[src/rtl/plic_target_claim.sv]
// plic_target_claim: per-context threshold compare, claim/complete handshake and in-service tracking.
// Define PLIC_CLAIM_ERR_EN to add sticky error flag and saturating counter for ignored completes.
module plic_target_claim #(
  parameter int NUM_SOURCES       = 30,
  parameter int ID_BITWIDTH       = 5,
  parameter int PRIORITY_BITWIDTH = 3,
  parameter int HOLDOFF_CYCLES    = 2
) (
  input  logic                         clk_i,
  input  logic                         rst_ni,
  input  logic [PRIORITY_BITWIDTH-1:0] max_priority_i,
  input  logic [ID_BITWIDTH-1:0]       max_id_i,
  input  logic [PRIORITY_BITWIDTH-1:0] threshold_i,
  output logic                         irq_o,
  input  logic                         claim_req_i,
  output logic                         claim_gnt_o,
  output logic                         claim_valid_o,
  output logic [ID_BITWIDTH-1:0]       claim_id_o,
  input  logic                         complete_req_i,
  input  logic [ID_BITWIDTH-1:0]       complete_id_i,
  output logic [NUM_SOURCES-1:0]       claim_o,
  output logic [NUM_SOURCES-1:0]       complete_o,
  output logic [NUM_SOURCES-1:0]       in_service_o
`ifdef PLIC_CLAIM_ERR_EN
  ,
  output logic                         complete_err_o,
  output logic [7:0]                   err_cnt_o
`endif
);
  localparam int CW = HOLDOFF_CYCLES > 1 ? $clog2(HOLDOFF_CYCLES) : 1;
  typedef enum logic {IDLE, HOLDOFF} state_t;
  state_t state, state_d;
  logic [CW-1:0] cnt, cnt_d;
  logic eligible;
  logic [ID_BITWIDTH-1:0] cap_id;
  logic [NUM_SOURCES-1:0] claim_set, complete_hit;
  assign eligible = max_priority_i > threshold_i && max_id_i != '0 && 32'(max_id_i) <= NUM_SOURCES;
  assign claim_gnt_o = state == IDLE && claim_req_i;
  assign cap_id = eligible ? max_id_i : '0;
  // complete_hit looks at the pre-update mask so a same-cycle claim of that ID re-sets the bit
  always_comb begin
    claim_set = '0;
    complete_hit = '0;
    for (int i = 0; i < NUM_SOURCES; i++) begin
      claim_set[i] = claim_gnt_o && 32'(cap_id) == i + 1;
      complete_hit[i] = complete_req_i && 32'(complete_id_i) == i + 1 && in_service_o[i];
    end
  end
  always_comb begin
    state_d = state == IDLE ? (claim_gnt_o && cap_id != '0 ? HOLDOFF : IDLE) : (cnt == '0 ? IDLE : HOLDOFF);
    cnt_d = state == IDLE ? CW'(HOLDOFF_CYCLES - 1) : (cnt == '0 ? '0 : cnt - 1'b1);
  end
  always_ff @(posedge clk_i or negedge rst_ni) begin
    if (!rst_ni) begin
      state <= IDLE;
      cnt <= '0;
      irq_o <= 1'b0;
      claim_valid_o <= 1'b0;
      claim_id_o <= '0;
      claim_o <= '0;
      complete_o <= '0;
      in_service_o <= '0;
    end else begin
      state <= state_d;
      cnt <= state == IDLE && state_d == IDLE ? '0 : cnt_d;
      irq_o <= eligible && state == IDLE && !claim_gnt_o;
      claim_valid_o <= claim_gnt_o;
      if (claim_gnt_o) claim_id_o <= cap_id;
      claim_o <= claim_set;
      complete_o <= complete_hit;
      in_service_o <= (in_service_o & ~complete_hit) | claim_set;
    end
  end
`ifdef PLIC_CLAIM_ERR_EN
  logic ignored;
  assign ignored = complete_req_i && complete_hit == '0;
  always_ff @(posedge clk_i or negedge rst_ni) begin
    if (!rst_ni) begin
      complete_err_o <= 1'b0;
      err_cnt_o <= '0;
    end else if (ignored) begin
      complete_err_o <= 1'b1;
      err_cnt_o <= err_cnt_o + {7'd0, err_cnt_o != 8'hff};
    end
  end
`endif
endmodule

[config.mk]
export PLATFORM = sky130hd
export DESIGN_NAME = plic_target_claim
export DESIGN_NICKNAME = d
export VERILOG_FILES = /design/src/rtl/plic_target_claim.sv
export SDC_FILE = /design/constraint.sdc
export NUM_CORES = 1
export LEC_CHECK = 0
export BUFFER_PORTS_ARGS = -buffer_cell sky130_fd_sc_hd__buf_2
export CAP_MARGIN = 20
export CORE_AREA = 2 2 116 118
export CTS_CLUSTER_DIAMETER = 50
export DETAILED_ROUTE_END_ITERATION = 8
export DIE_AREA = 0 0 118 120
export PLACE_DENSITY = 0.56
export SYNTH_ARGS = -nofsm -noshare
export SYNTH_HDL_FRONTEND = slang
export SYNTH_SLANG_ARGS = --single-unit
[constraint.sdc]
create_clock -name clk_i -period 3.9 [get_ports clk_i]
set_input_delay 0.585 -clock clk_i [delete_from_list [all_inputs] [get_ports clk_i]]
set_output_delay 0.585 -clock clk_i [all_outputs]
set_load 0.005 [all_outputs]
==> results of run 1 <==
[critical path, delay by kind of cell]
kind	cells	cell delay, ns
buffers and inverters	1	0.10
AOI/OAI and AO/OA	1	0.36
and+or+nand+nor	3	1.16
adders and majority gates	1	0.32
[final cells by class]
type / count / share of cell area
multi-input combinational: 192 / 0.237
timing repair buffer: 120 / 0.133
tap: 176 / 0.0464
clock buffer: 11 / 0.0511
sequential: 99 / 0.522
inverter: 6 / 0.00474
clock inverter: 4 / 0.00554
[stage by stage]
step                worst slack, ns  power [mW]  cells  hold slack [ns]   util
global placement               1.33        1.44    592            0.442  0.343
detailed placement             1.24        1.45    592            0.453  0.343
global route                   1.41        2.35    608            0.166  0.366
CTS                            1.60        2.27    607            0.466  0.364
finish                         1.61        2.25    608            0.155  0.366
floorplan                      1.89        1.29    312            0.289      -
[cell usage in the layout, fill, tap and decap left out, drive strengths merged, types with 6 or more instances in the layout]
master     n
buf      120
nor2      39
inv        7
dfrtp     99
clkbuf    11
nor3       8
nand3     10
and3      30
o2bb2ai   15
nand2b     8
nor2b      6
o21ai     19
nand2     25
[layer usage]
layer / GRT usage / routed length [um]
met4: 0.0595 / 200
met2: 0.253 / 5230
met1: 0.213 / 4890
met5: 0 / 0
met3: 0.0442 / 685
[how the worst max path moves through the flow]
stage	slack [ns]	depth (start not counted)	end
after global placement	1.33	6	in_service_o[10]
after global routing	1.41	6	in_service_o[22]
after floorplan	1.89	7	claim_o[15]
final	1.61	6	in_service_o[22]
after CTS	1.60	6	in_service_o[25]
after detailed placement	1.24	6	in_service_o[25]
[sequential cells by signal, indices dropped and copies added, names as in the netlist]
register and count:
irq_o 1, in_service_o 30, cnt 1, complete_o 30, claim_valid_o 1, claim_id_o 5
claim_o 30, state 1
[where the power goes]
part,leakage [nW],switching (mW),internal [mW]
Sequential,1.36,0.0539,1.10
Combinational,1.10,0.159,0.117
Clock,0.132,0.378,0.447
[logic make-up (layout without fill, tap and decap cells)]
group,after synthesis,in the layout,synth area share
AOI/OAI and AO/OA,52,52,0.102
and+or+nand+nor,137,137,0.192
buffers and inverters,21,141,0.0260
DFF,99,99,0.669
adders and majority gates,3,3,0.0101
==> flow_metrics.py, run 1 <==
metrics = {
    "drt": {
        "routedWlPerCell_um": 18.1,
        "ant_nets": 0,
        "drc": 0,
        "via_per_inst": 4.75,
        "drt_iter0_drc": 211,
        "dr.pass1.iters": 4,
        "vias": 2885,
        "wirelength_um": 11000,
    },
    "synth": {
        "synth_enable_flop_cells": 0,
        "synth_nets": 335,
        "synth_common_cells": "99 x dfrtp_1, 39 x nor2_1, 30 x and3_1",
        "yosysWarnings": 0,
        "ys_seq_area_frac": 0.669,
        "avgSynthCellArea_um2": 11.9,
        "synthCells": 312,
        "async_flop_share": 1.00,
        "yosysUniqueCellTypes": 31,
        "synthTopCellsByArea": "dfrtp_1 67%, and3_1 5.1%, nor2_1 4.0%",
        "netlist_area_um2": 3700,
        "synth_area_leader_cell": "dfrtp_1",
        "synth_ff_type": "dfrtp_1",
        "synth_top_area_share": 0.669,
        "yosysMostFrequentCell": "dfrtp_1",
        "synth_seq_cells": 99,
    },
    "clock_tree": {
        "post_cts_buffers": 0,
        "cts-resized-gates": 0,
        "cts_sinks": 99,
        "clk_pin_slew_worst_paths_ns": 0.07,
        "htreeDepth": 3,
        "worstSkewPairLatency_ns": 0.34,
        "clockBufferDepth": 2,
        "cts_buffers": 9,
        "hold_buffers": 0,
        "cts-root-buf": "clkbuf_16",
        "cts_tree": "done",
    },
    "placed_design": {
        "place_area_um2": 4450,
        "gp_congestion": 0.854,
        "dp_hpwl_um": 7720,
        "numPortBuffers": 117,
    },
    "setup_path": {
        "rr_startpoint": "state",
        "cp-end-kind": "flip-flop",
        "rr_endpoint": "in_service_o[22]",
        "critical_path.max_stage_delay_ns": 0.54,
        "ff2ff_path_depth": 4,
        "cp_max_fo": 9,
        "worstSetupPathType": "input pin to flip-flop",
        "required_ns": 4.14,
        "crit_arrival_ns": 2.53,
        "r2r_slack_ns": 1.88,
        "worstSetupStartpoint": "max_priority_i[2]",
        "cp_slowest_cell": "nand4_1",
        "critPathLaunchType": "input pin",
        "critical_path.cell_chain": "buf_2, ha_1, and3_1, nor3_4, nand4_1, o21ai_0",
    },
    "floorplanning": {
        "die_h_um": 120,
        "initial_core_util": 0.285,
        "die_w_um": 118,
        "io_pins": 118,
        "core_um2": 13000,
        "dieArea_um2": 14200,
        "rows": 42,
    },
    "sta": {
        "fin_crit_ns": 2.29,
        "setup_viol": 0,
        "hold_violations": 0,
        "grt_setup_unrepaired": "false",
        "fin_worst_skew_ns": 0.00911,
        "period_share": 0.587,
        "slew_headroom": 0.395,
        "fmax_mhz": 437,
        "drv_slew": 0,
        "timing.setup.tns_ns": 0,
        "worst_slew_pin_slew_ns": 0.906,
    },
    "final_layout": {
        "layout.nets": 451,
        "fillers": 1312,
        "multi_input_area_um2": 1130,
        "antenna_cells": 0,
        "area_delta_synth_final_pct": 28.3,
        "post-route-cell-area_um2": 4750,
        "regArea_um2": 2480,
        "layout-drive-gt1-share": 0.338,
    },
    "grt": {
        "grt_pass1_wl_um": 17400,
        "grt_max_degree": 88,
        "grt.total_usage": 0.161,
        "grt_antenna_before_repair": 0,
        "grt-ovfl-total": 0,
        "grt_pass1_vias": 2947,
    },
    "power_and_ir_drop": {
        "leakage_nw": 2.59,
        "peakVddDrop_uv": 190,
        "power_density_nw_per_um2": 475,
    },
    "worst_hold_path": {
        "hp-class": "input pin to asynchronous set/reset pin",
    },
    "flow_run": {
        "drv_cap": 0,
    },
    "run_status": {
        "status": "completed",
    },
}
(Power assumes the default switching activity.)
==> inputs of run 2 (changes only) <==
ABC_AREA = 1   (was unset)
CORE_AREA = 2 2 119 121   (was 2 2 116 118)
DIE_AREA = 0 0 121 123   (was 0 0 118 120)
clock period = 2.35 ns   (was 3.9 ns; I/O delays follow)
==> run 2 against run 1 <==
Clock skew fell by 0.0054 ns. Non-clock buffer count rose by 1. First-iteration DRC count fell by 20%. Design area rose by 5.8%. Sequential cell count did not move. Critical path type is now flip-flop to primary output. Worst setup slack got worse by 1.1 ns. Synthesized cell count rose by 38%. Power rose by 77%. Final cell count rose by 22%. Sequential share of layout area fell by 2.9 points. Clock-buffer cell count did not move. Combinational power rose by 98%.
==> flow_metrics.py, run 2 <==
metrics = {
    "setup_path": {
        "rr_startpoint": "state",
        "ff2ff_path_depth": 6,
        "cp-end-kind": "primary output",
        "rr_endpoint": "in_service_o[0]",
        "critical_path.cell_chain": "inv_1, nand2_1, inv_1, buf_2",
        "cp_slowest_cell": "nand2_1",
        "critical-path-top-cell-by-count": "inv_1",
        "r2r_slack_ns": 0.83,
        "worstSetupStartpoint": "state",
        "worstSetupPathType": "flip-flop to primary output",
        "crit_arrival_ns": 1.50,
        "critical_path.max_stage_delay_ns": 0.39,
        "required_ns": 2.00,
        "critPathLaunchType": "flip-flop",
        "cp_max_fo": 13,
        "endpoint": "claim_gnt_o",
    },
    "final_layout": {
        "post-route-cell-area_um2": 5020,
        "layout.nets": 580,
        "layout-drive-gt1-share": 0.258,
        "final_cell_mix": "116 x buf_2, 115 x nand2_1, 99 x dfrtp_1",
        "fin_util": 0.369,
        "antenna_cells": 0,
        "final_cells": 742,
        "layout_commonest_cell": "buf_2",
        "fillers": 1390,
        "area_delta_synth_final_pct": 28.9,
        "top_regs": "claim_o (30), complete_o (30), in_service_o (30)",
    },
    "floorplanning": {
        "io_pins": 118,
        "core_um2": 13600,
        "dieArea_um2": 14900,
        "initial_core_util": 0.286,
        "die_h_um": 123,
        "die_w_um": 121,
        "rows": 43,
    },
    "sta": {
        "setup_viol": 0,
        "worst_slew_pin_slew_ns": 0.611,
        "fin_worst_skew_ns": 0.00375,
        "fmax_mhz": 541,
        "final.setup.worst_slack_ns": 0.501,
        "period_share": 0.787,
        "slew_headroom": 0.590,
        "fin_crit_ns": 1.85,
        "timing.setup.tns_ns": 0,
        "hold_violations": 0,
        "hold_ws_ns": 0.177,
        "grt_setup_unrepaired": "false",
        "drv_slew": 0,
    },
    "synth": {
        "yosysMostFrequentCell": "nand2_1",
        "synth_area_leader_cell": "dfrtp_1",
        "ys_seq_area_frac": 0.636,
        "yosysUniqueCellTypes": 20,
        "synth_common_cells": "115 x nand2_1, 99 x dfrtp_1, 87 x inv_1",
        "synthCells": 430,
        "synth_ff_type": "dfrtp_1",
        "synth_enable_flop_cells": 0,
        "avgSynthCellArea_um2": 9.06,
        "async_flop_share": 1.00,
        "yosysWarnings": 0,
        "synth_top_area_share": 0.636,
        "synth_seq_cells": 99,
        "netlist_area_um2": 3900,
        "synthTopCellsByArea": "dfrtp_1 64%, nand2_1 11%, inv_1 8.4%",
        "synth_nets": 453,
    },
    "grt": {
        "grt_antenna_before_repair": 0,
        "grt_pass1_wl_um": 15700,
        "grt_max_degree": 79,
        "grt-ovfl-total": 0,
        "grt_pass1_vias": 3039,
        "grt.total_usage": 0.141,
    },
    "power_and_ir_drop": {
        "leakage_nw": 3.10,
        "finalPower_mw": 3.99,
        "peakVddDrop_uv": 268,
        "power_density_nw_per_um2": 795,
    },
    "clock_tree": {
        "cts-root-buf": "clkbuf_16",
        "htreeDepth": 3,
        "clockBufferDepth": 2,
        "post_cts_buffers": 0,
        "cts_buffers": 9,
        "cts_sinks": 99,
        "cts_tree": "done",
        "clk_pin_slew_worst_paths_ns": 0.07,
        "worstSkewPairLatency_ns": 0.35,
    },
    "worst_hold_path": {
        "min_path_cells": 2,
        "hp-class": "input pin to flip-flop",
    },
    "drt": {
        "wirelength_um": 10100,
        "highest_layer": "met4",
        "drt-met1-wl_um": 4580,
        "routedWlPerCell_um": 13.6,
        "ant_nets": 0,
        "route.met2.wl_um": 4590,
        "drc": 0,
        "drt_iter0_drc": 169,
        "vias": 3063,
        "via_per_inst": 4.13,
        "met3_length_um": 731,
        "dr.pass1.iters": 4,
    },
    "run_status": {
        "status": "completed",
    },
    "placed_design": {
        "pre_cts_slack_ns": 0.152,
        "dp_cells": 725,
        "dp_hpwl_um": 7650,
        "numPortBuffers": 117,
        "gp_congestion": 0.788,
        "place_area_um2": 4710,
    },
    "flow_run": {
        "drv_cap": 0,
    },
}
## run 2: cell count changes after synthesis, sizes merged, moves of 13 or more
cell and change:
o2bb2ai -15, nand2 +90, inv +82, clkbuf -13
and3 -30, nor2 +32, nand3 +21
## run 2: what timing repair did
item / 4_1_cts / 5_1_grt
endpoints found under the hold margin: 21 / 0
hold buffers: 1 / 0
gates resized for setup: 0 / 0
## run 2: report_power, final
| group | internal, mW | switching, mW |
|---|---|---|
| Clock | 0.858 | 0.639 |
| Combinational | 0.213 | 0.333 |
| Sequential | 1.84 | 0.106 |
| Total | 2.91 | 1.08 |
## run 2: logic make-up after synthesis
logic type	synth area share
AND/OR/NAND/NOR	0.246
flip-flops	0.636
buffers and inverters	0.0941
AO/OA/AOI/OAI	0.0144
adder cells (fa/ha/maj)	0.00963
## run 2: metal layers
metal / track usage / up-vias
met5: 0 / -
met4: 0.0589 / 0
met3: 0.0429 / 14
met2: 0.217 / 95
met1: 0.185 / 1427
li1: - / 1527
## run 2: layout make-up
cell class                 instances  area [um2]  area share
sequential                        99        2480       0.493
multi-input combinational        238        1050       0.210
timing repair buffer             121         633       0.126
inverter                          88         330      0.0658
clock buffer                      11         243      0.0483
tap                              180         225      0.0448
clock inverter                     5        60.1      0.0120
## run 2: worst min path at each step
| stage | startpoint | to | slack [ns] |
|---|---|---|---|
| after floorplan | rst_ni | claim_id_o[0] | 0.06 |
| after global placement | rst_ni | complete_o[19] | 0.26 |
| after detailed placement | rst_ni | complete_o[19] | 0.26 |
| after CTS | claim_req_i | irq_o | 0.17 |
| after global routing | claim_req_i | irq_o | 0.19 |
| final | claim_req_i | irq_o | 0.18 |
## run 2: critical path: cells and delay by family (launching register included)
family	cells	cell delay, ns
DFF	1	0.37
and+or+nand+nor	1	0.39
buffers and inverters	3	0.39
==> inputs of run 3 (changes only) <==
ABC_AREA = 0   (was 1)
CORE_AREA = 2 2 116 118   (was 2 2 119 121)
DIE_AREA = 0 0 118 120   (was 0 0 121 123)
clock period = 1.8 ns   (was 2.35 ns; I/O delays follow)
==> run 3 against run 2 <==
Global-route usage is 1.5 points higher. Clock-buffer cell count down 2. Critical path depth up 2. Combinational power up 15%. Hold slack improved by 0.031 ns. Sequential share of layout area up 0.74 points. Non-clock buffer count is 22 higher. Largest power group unchanged. Highest routed layer unchanged.
==> flow_metrics.py, run 3 (same netlist as run 1, synthesis figures left out) <==
metrics = {
    "run_status": {
        "status": "completed",
    },
    "setup_path": {
        "critical_path.max_stage_delay_ns": 0.40,
        "rr_endpoint": "in_service_o[21]",
        "rr_startpoint": "state",
        "cp_slowest_cell": "dfrtp_1",
        "required_ns": 2.05,
        "critPathBufInv": 2,
        "worstSetupPathType": "flip-flop to flip-flop",
        "critPathLaunchType": "flip-flop",
        "critical-path-top-cell-by-count": "buf_4",
        "r2r_slack_ns": 0.20,
        "critical_path.cell_chain": "nand2b_4, nor3_4, buf_4, nand4_1, buf_4, o21ai_0",
        "ff2ff_path_depth": 6,
        "cp-end-kind": "flip-flop",
        "cp_max_fo": 8,
        "path_delay_family": "simple AND/OR/NAND/NOR gates",
        "crit_arrival_ns": 1.84,
    },
    "final_layout": {
        "fin_util": 0.381,
        "antenna_cells": 0,
        "final_cell_mix": "116 x buf_2, 99 x dfrtp_1, 39 x nor2_1",
        "top_regs": "claim_o (30), complete_o (30), in_service_o (30)",
        "final_cells": 632,
        "layout.nets": 474,
        "area_delta_synth_final_pct": 33.7,
        "layout_commonest_cell": "buf_2",
        "layout-drive-gt1-share": 0.373,
    },
    "drt": {
        "drc": 0,
        "dr.pass1.iters": 4,
        "drt_iter0_drc": 244,
        "vias": 2943,
        "routedWlPerCell_um": 16.8,
        "via_per_inst": 4.66,
        "wirelength_um": 10600,
        "ant_nets": 0,
    },
    "flow_run": {
        "drv_cap": 0,
    },
    "worst_hold_path": {
        "hp-class": "input pin to flip-flop",
        "hp-start": "max_id_i[0]",
        "min_path_cells": 2,
        "hold-path-endpoint": "claim_id_o[0]",
    },
    "clock_tree": {
        "cts-root-buf": "clkbuf_16",
        "cts_buffers": 9,
        "htreeDepth": 3,
        "cts_tree": "done",
        "worstSkewPairLatency_ns": 0.35,
        "clockBufferDepth": 2,
        "clk_pin_slew_worst_paths_ns": 0.07,
        "cts_sinks": 99,
    },
    "floorplanning": {
        "die_w_um": 118,
        "initial_core_util": 0.285,
        "die_h_um": 120,
        "dieArea_um2": 14200,
        "io_pins": 118,
        "rows": 42,
        "core_um2": 13000,
    },
    "sta": {
        "grt_setup_unrepaired": "false",
        "hold_violations": 0,
        "drv_slew": 0,
        "fin_worst_skew_ns": 0.00613,
        "fmax_mhz": 626,
        "fin_crit_ns": 1.60,
        "worst_slew_pin_slew_ns": 0.483,
        "slew_headroom": 0.677,
        "hold_ws_ns": 0.209,
        "period_share": 0.887,
        "setup_viol": 0,
    },
    "placed_design": {
        "dp_cells": 615,
        "numPortBuffers": 117,
        "dp_hpwl_um": 7720,
        "gp_congestion": 0.853,
    },
    "grt": {
        "grt_max_degree": 48,
        "grt_pass1_vias": 3014,
        "grt-ovfl-total": 0,
        "grt_pass1_wl_um": 16700,
        "grt_antenna_before_repair": 0,
        "grt.total_usage": 0.156,
    },
    "power_and_ir_drop": {
        "peakVddDrop_uv": 463,
        "leakage_nw": 2.70,
        "power_density_nw_per_um2": 1020,
    },
}
==> run 3: changes by cell type in the layout (fill, tap and decap cells not counted), sizes merged, moves of 6 or more <==
| cell | delta |
|---|---|
| buf | +22 |
| nor2 | -32 |
| nand2b | +8 |
| nand3 | -21 |
| o21ai | +12 |
| nor2b | +6 |
| inv | -82 |
| and3 | +30 |
| o2bb2ai | +15 |
| nand2 | -90 |
==> run 3: what timing repair did <==
action / 4_1_cts / 5_1_grt
endpoints found under the hold margin: 16 / 0
hold buffers: 1 / 0
gates resized for setup: 0 / 0
buffers inserted: 0 / 0
==> run 3: metal layers <==
metal | wire length [um] | share of wire | global-route usage | vias up
met3 | 636 | 0.060 | 0.0461 | 16
met5 | 0 | 0 | 0 | -
met4 | 203 | 0.019 | 0.0587 | 0
met1 | 4790 | 0.45 | 0.206 | 1470
li1 | - | - | - | 1360
met2 | 4970 | 0.47 | 0.242 | 97
==> run 3: report_power, final <==
part	switching, mW	leakage, nW	internal (mW)
registers	0.114	1.36	2.38
logic	0.346	1.21	0.282
clock network	0.858	0.140	1.09
total	1.32	2.70	3.75
==> run 3: stage by stage <==
step                      cell area [um2]  TNS [ns]  power [mW]  worst slack (ns)
after global placement               4640         0        3.15            0.0116
after floorplan                      3700         0        2.79             0.102
final                                4950         0        5.07             0.203
after global routing                 4950         0        5.33            0.0593
after CTS                            4950         0        5.13             0.247
after detailed placement             4640   -0.0287        3.17           -0.0287
==> run 3: how the worst max path moves through the flow <==
| stage | startpoint | end | slack [ns] | cells after the start |
|---|---|---|---|---|
| 6_report | state | in_service_o[21] | 0.20 | 6 |
| 5_1_grt | state | in_service_o[21] | 0.06 | 6 |
| 4_1_cts | state | in_service_o[21] | 0.25 | 6 |
| 3_5_place_dp | threshold_i[2] | in_service_o[12] | -0.03 | 9 |
| 3_3_place_gp | max_priority_i[2] | in_service_o[11] | 0.01 | 8 |
| 2_1_floorplan | threshold_i[2] | claim_o[15] | 0.10 | 7 |
==> run 3: area by class of cell <==
type,count,area (um2)
Multi-Input combinational cell,192,1130
Inverter,6,22.5
Sequential cell,99,2480
Clock inverter,7,77.6
Tap cell,176,220
Clock buffer,9,225
Fill cell,1302,8030
Timing Repair Buffer,143,798
==> run 3: worst reg2reg max path, stage by stage, from the launching register on <==
cell and delay [ns]:
dfrtp_1 0.40, nand2b_4 0.20, nor3_4 0.20, buf_4 0.17
nand4_1 0.10, buf_4 0.20, o21ai_0 0.23
